**src/rtl/uart_tx_buffered_if.sv**
```systemverilog
// Byte write channel between the bus decode and the buffered UART transmitter.
// The master presents tx_data with tx_valid; the slave accepts with tx_ready.
interface uart_tx_buffered_if;
  logic       tx_valid;
  logic       tx_ready;
  logic [7:0] tx_data;

  modport master (output tx_valid, output tx_data, input tx_ready);
  modport slave  (input tx_valid, input tx_data, output tx_ready);
endinterface

```
**src/rtl/uart_tx_buffered.sv**
```systemverilog
// Buffered 8N1 UART transmitter: a small FIFO absorbs bursts of byte writes,
// and a four-state serializer drains it onto a registered tx line.
module uart_tx_buffered #(
  parameter int CLKS_PER_BIT = 868,
  parameter int FIFO_DEPTH   = 16,
  parameter int FIFO_AW      = 4
) (
  input  logic                clk,
  input  logic                rst,
  uart_tx_buffered_if.slave   bus,
  output logic                tx_o,
  output logic                busy,
  output logic [FIFO_AW:0]    level
);

  localparam logic [1:0] IDLE  = 2'd0;
  localparam logic [1:0] START = 2'd1;
  localparam logic [1:0] DATA  = 2'd2;
  localparam logic [1:0] STOP  = 2'd3;

  localparam int                BW        = $clog2(CLKS_PER_BIT);
  localparam logic [BW-1:0]     BAUD_LAST = BW'(CLKS_PER_BIT - 1);
  localparam logic [FIFO_AW:0]  LVL_FULL  = (FIFO_AW + 1)'(FIFO_DEPTH);

  logic [7:0]         mem_q [FIFO_DEPTH];
  logic [FIFO_AW-1:0] wptr_q, wptr_d;
  logic [FIFO_AW-1:0] rptr_q, rptr_d;
  logic [FIFO_AW:0]   level_q, level_d;
  logic [1:0]         state_q, state_d;
  logic [BW-1:0]      baud_q, baud_d;
  logic [2:0]         bit_q, bit_d;
  logic [7:0]         shift_q, shift_d;
  logic               tx_q, tx_d;
  logic               push, pop, baud_end;

  // A full FIFO refuses writes even when a pop lands on the same edge.
  assign bus.tx_ready = !rst && (level_q != LVL_FULL);
  assign push         = bus.tx_valid && bus.tx_ready;
  assign baud_end     = (baud_q == BAUD_LAST);

  assign tx_o  = tx_q;
  assign level = level_q;
  assign busy  = (state_q != IDLE) || (level_q != '0);

  always_comb begin
    state_d = state_q;
    baud_d  = baud_q;
    bit_d   = bit_q;
    shift_d = shift_q;
    pop     = 1'b0;
    case (state_q)
      IDLE: begin
        if (level_q != '0) begin
          pop     = 1'b1;
          shift_d = mem_q[rptr_q];
          baud_d  = '0;
          state_d = START;
        end
      end
      START: begin
        if (baud_end) begin
          baud_d  = '0;
          bit_d   = '0;
          state_d = DATA;
        end else begin
          baud_d = baud_q + BW'(1);
        end
      end
      DATA: begin
        if (baud_end) begin
          baud_d  = '0;
          shift_d = {1'b0, shift_q[7:1]};
          if (bit_q == 3'd7) state_d = STOP;
          else               bit_d   = bit_q + 3'd1;
        end else begin
          baud_d = baud_q + BW'(1);
        end
      end
      default: begin
        // Last stop cycle chains straight into the next start bit when data is queued.
        if (baud_end) begin
          baud_d = '0;
          if (level_q != '0) begin
            pop     = 1'b1;
            shift_d = mem_q[rptr_q];
            state_d = START;
          end else begin
            state_d = IDLE;
          end
        end else begin
          baud_d = baud_q + BW'(1);
        end
      end
    endcase

    case (state_d)
      START:   tx_d = 1'b0;
      DATA:    tx_d = shift_d[0];
      default: tx_d = 1'b1;
    endcase
  end

  always_comb begin
    wptr_d  = push ? wptr_q + FIFO_AW'(1) : wptr_q;
    rptr_d  = pop  ? rptr_q + FIFO_AW'(1) : rptr_q;
    level_d = level_q;
    case ({push, pop})
      2'b10:   level_d = level_q + (FIFO_AW + 1)'(1);
      2'b01:   level_d = level_q - (FIFO_AW + 1)'(1);
      default: level_d = level_q;
    endcase
  end

  always_ff @(posedge clk) begin
    if (push) mem_q[wptr_q] <= bus.tx_data;
  end

  always_ff @(posedge clk) begin
    if (rst) begin
      wptr_q  <= '0;
      rptr_q  <= '0;
      level_q <= '0;
      state_q <= IDLE;
      baud_q  <= '0;
      bit_q   <= '0;
      shift_q <= '0;
      tx_q    <= 1'b1;
    end else begin
      wptr_q  <= wptr_d;
      rptr_q  <= rptr_d;
      level_q <= level_d;
      state_q <= state_d;
      baud_q  <= baud_d;
      bit_q   <= bit_d;
      shift_q <= shift_d;
      tx_q    <= tx_d;
    end
  end

endmodule
```
**src/flat_wrapper.sv**
```systemverilog
// flat-port wrapper written by rule: the top's interface ports become plain ports
module uart_tx_buffered_flat 
#(
  parameter int CLKS_PER_BIT = 868,
  parameter int FIFO_DEPTH   = 16,
  parameter int FIFO_AW      = 4
)
  (clk, rst, tx_o, busy, level, bus_tx_valid, bus_tx_data, bus_tx_ready);
  uart_tx_buffered_if bus_i ();
  input  logic clk;
  input  logic rst;
  output logic tx_o;
  output logic busy;
  output logic [FIFO_AW:0] level;
  input wire logic [$bits(bus_i.tx_valid)-1:0] bus_tx_valid;
  input wire logic [$bits(bus_i.tx_data)-1:0] bus_tx_data;
  output wire logic [$bits(bus_i.tx_ready)-1:0] bus_tx_ready;
  assign bus_i.tx_valid = bus_tx_valid;
  assign bus_i.tx_data = bus_tx_data;
  assign bus_tx_ready = bus_i.tx_ready;
  uart_tx_buffered #(.CLKS_PER_BIT(CLKS_PER_BIT), .FIFO_DEPTH(FIFO_DEPTH), .FIFO_AW(FIFO_AW)) u_core (.clk(clk), .rst(rst), .bus(bus_i), .tx_o(tx_o), .busy(busy), .level(level));
endmodule
```
**config.mk**
```make
export PLATFORM = sky130hd
export DESIGN_NAME = uart_tx_buffered_flat
export DESIGN_NICKNAME = d
export VERILOG_FILES = /design/src/rtl/uart_tx_buffered_if.sv /design/src/rtl/uart_tx_buffered.sv /design/src/flat_wrapper.sv
export SDC_FILE = /design/constraint.sdc
export NUM_CORES = 1
export LEC_CHECK = 0
export ABC_AREA = 1
export BUFFER_PORTS_ARGS = -buffer_cell sky130_fd_sc_hd__buf_4
export CAP_MARGIN = 20
export CORE_MARGIN = 2
export CORE_UTILIZATION = 60
export CTS_CLUSTER_SIZE = 16
export DETAILED_ROUTE_END_ITERATION = 6
export PLACE_DENSITY = 0.89
export RECOVER_POWER = 25
export SYNTH_ARGS = -nofsm -noshare
export SYNTH_HDL_FRONTEND = slang
export SYNTH_SLANG_ARGS = --single-unit
```
**constraint.sdc**
```tcl
create_clock -name clk -period 5.5 [get_ports clk]
set_clock_uncertainty 0.05 [all_clocks]
set_input_delay 0 -clock clk [delete_from_list [all_inputs] [get_ports clk]]
set_output_delay 0 -clock clk [all_outputs]
set_load 0.005 [all_outputs]
```
==> reports/qor.yml <==
fp.dieW_um: 115.5
violations: "DRC"
syn-num-nets: 775
rows: 40
fin_setup_tns_ns: 0
relSlewSlack: 0.2996
synth.top_cell.area_share: 0.5152
yosysWarnings: 0
cp_max_fo: 10
synth.most_common_cell: "nand2_1"
die_y_um: 115.5
power_leakage_nw: 3.125
ys_seq_elements: 169
tightest_slew_ns: 1.049
clock_latency_ns: 0.43
dpl.hpwl_um: 10280
cts_tree: "done"
critical_path.endpoint_type: "register"
crit_required_ns: 5.78
firstDrtPassIters: 7
outcome: "complete, but fails checks"
grt_pass1_vias: 5523
postCtsSetupBuffers: 0
sw_frac_of_total: 0.3437
finalWirelength_um: 17470
io_pins: 19
start_util: 0.6186
yosys.area_share.simple: 0.2197
post-synth-top-area-cell: "edfxtp_1"
grt_use_total: 0.2753
portBuffers: 18
async_flop_share: 0
cap_violations: 0
worstSetupPathType: "reg -> reg"
p_per_area_nw_per_um2: 457.6
syn_inst: 752
seqPwrFrac: 0.397
drive_gt1_frac: 0.1045
clock-sinks: 169
post-route-min-period_ns: 3.161
routedWlPerCell_um: 18.33
finalCritPeriodShare: 0.5747
cts_buffers: 17
synth-seq-area-share: 0.6252
syn_area_per_cell_um2: 9.921
pwr-share-clk: 0.306
synth_top_family_by_area: "simple AND/OR/NAND/NOR gates"
synth-edff-count: 128
synth_compound_area_frac: 0.07765
hold_viol: 0
drtAntennaViolNets: 0
hold_ws_ns: 0.4139
fillerInstances: 801
hold_class: "reg -> reg"
grt_max_degree: 67
synth_ff_type: "edfxtp_1"
layout.cells.non_filler: 953
cts_max_level: 4
clk_pin_slew_ns: 0.06
synthMuxAreaShare: 0
fmax_ghz: 0.3164
pwr-share-comb: 0.297
vias: 5644
internal_power_w: 0.002502
synth_common_cells: "nand2_1 (171), edfxtp_1 (128), nor2_1 (108)"
dr.first_iter.drc_count: 706
grt_antenna_before_repair: 0
cp.arrival_ns: 3.44
num-nets-final: 797
die_area_um2: 13340
overflow: 0
diodes: 0
synthTopCellsByArea: "edfxtp_1 (52%), dfxtp_1 (11%), nand2_1 (8.6%)"
cts_root_buf: "clkbuf_16"
synthAdderAreaFrac: 0.02012
hold_buffers: 10
rsz0062_at_grt: "false"
drcViolationCount: 1
vias_per_cell: 5.922
core_region_area_um2: 12060
synthXorXnorAreaFrac: 0.009391
total_power_w: 0.003812
syn_area_um2: 7461
ctsResizeCount: 0
setup_viol_count_final: 0
ir_drop_v: 0.0005060
grt_pass1_wl_um: 27510
clk_path_buf_depth: 2
netSwitchingPower_w: 0.001310
maxSlewViolCount: 0
syn_to_final_growth_pct: 11.64
cp-start-kind: "register"
dp.cells: 913
finalWeightedCongestion: 0.8731
synth_cell_type_count: 37
final_core_util: 0.6906
==> sequential cells by signal, summed over array words and instances (netlist names), named ones only <==
signal and cells:
u_core.baud_q 10, u_core.mem_q 128, u_core.level 5, u_core.tx_o 1, u_core.state_q 2, u_core.shift_q 8
u_core.wptr_q 4, u_core.bit_q 3, u_core.rptr_q 4
==> critical path: stages, from the launching register on <==
cell and delay [ns]:
dfxtp_1 0.46, ha_1 0.25, nand2_1 0.08, nor2_2 0.17, nand3_2 0.15, nand2_2 0.11, nand2_4 0.09, nor2_8 0.17
ha_1 0.30, xor2_1 0.13, ha_1 0.19, inv_1 0.04, nand2_1 0.07, and3_1 0.21, nor2_1 0.17, nand2_1 0.10
nand2_1 0.09, nand2_1 0.05, a21oi_1 0.20
==> power by group through the flow <==
stage | Clock, W | Combinational (W) | Sequential (W)
6_report | 0.00117 | 0.00113 | 0.00151
4_1_cts | 0.00116 | 0.00111 | 0.00151
3_3_place_gp | 0 | 0.00101 | 0.00153
2_1_floorplan | 0 | 0.000832 | 0.00152
5_1_grt | 0.00122 | 0.00124 | 0.00152
3_5_place_dp | 0 | 0.00107 | 0.00153
==> cell usage in the layout, fill, tap and decap left out, types with 2 or more instances in the layout <==
master,synthesis,routed
nor2_1,108,108
o21bai_1,2,2
bufinv_16,0,3
xor2_1,7,7
nor2_2,6,6
a21oi_1,27,27
nand2_2,5,5
o22ai_1,3,3
nor3_1,3,3
and3_1,3,3
nand2_4,2,2
o21ai_0,30,30
o21ai_1,25,25
nor2_8,2,2
nand2_1,171,171
buf_4,4,15
ha_1,12,12
inv_2,13,13
clkbuf_16,0,17
inv_1,42,42
nor2_4,2,2
dlygate4sd3_1,0,10
clkinv_1,0,4
clkbuf_1,9,8
dfxtp_1,41,40
nand4_1,7,7
o211ai_1,7,7
nand3_1,62,62
edfxtp_1,128,128
nand3_2,3,3
clkinvlp_4,0,2
a21oi_2,6,6
==> cell type report <==
type | instances | area (um2) | area share
clock buffer | 20 | 436.7 | 0.05243
clock inverter | 10 | 128.9 | 0.01547
inverter | 57 | 217.7 | 0.02614
multi-input combinational | 499 | 2439 | 0.2928
sequential | 169 | 4666 | 0.5602
tap | 168 | 210.2 | 0.02524
timing repair buffer | 30 | 231.5 | 0.02779
==> worst paths after layout <==
path | cells after the start | startpoint | slack (ns) | end
hold reg to reg | 2 | u_core.shift_q[7]$_SDFFE_PP0P_ | 0.41 | u_core.shift_q[7]$_SDFFE_PP0P_
hold / removal | 2 | u_core.shift_q[7]$_SDFFE_PP0P_ | 0.41 | u_core.shift_q[7]$_SDFFE_PP0P_
setup reg to reg | 18 | u_core.baud_q[0]$_SDFFE_PP0P_ | 2.34 | u_core.level[4]$_SDFFE_PP0P_
setup / recovery | 18 | u_core.baud_q[0]$_SDFFE_PP0P_ | 2.34 | u_core.level[4]$_SDFFE_PP0P_
==> layer usage <==
| metal | up-vias | track usage | part of all wire |
|---|---|---|---|
| li1 | 2586 | - | - |
| met4 | 0 | 0.1357 | 0.033 |
| met1 | 2679 | 0.3377 | 0.37 |
| met3 | 55 | 0.05492 | 0.080 |
| met2 | 324 | 0.4678 | 0.51 |
| met5 | - | 0 | 0 |
==> kinds of logic (layout without fill, tap and decap cells) <==
group                      after synthesis  in the layout
buffers and inverters                   84            117
adders and majority gates               12             12
DFF                                    169            169
and+or+nand+nor                        375            375
xor gates and xnor gates                 8              8
AOI/OAI and AO/OA                      104            104
==> through the flow <==
step,worst slack [ns],cell area [um2]
2_1_floorplan,3.017,7461
3_3_place_gp,2.874,7682
3_5_place_dp,2.635,7682
4_1_cts,2.511,8348
5_1_grt,2.193,8329
6_report,2.339,8329
Power figures use the tool's default switching activity.
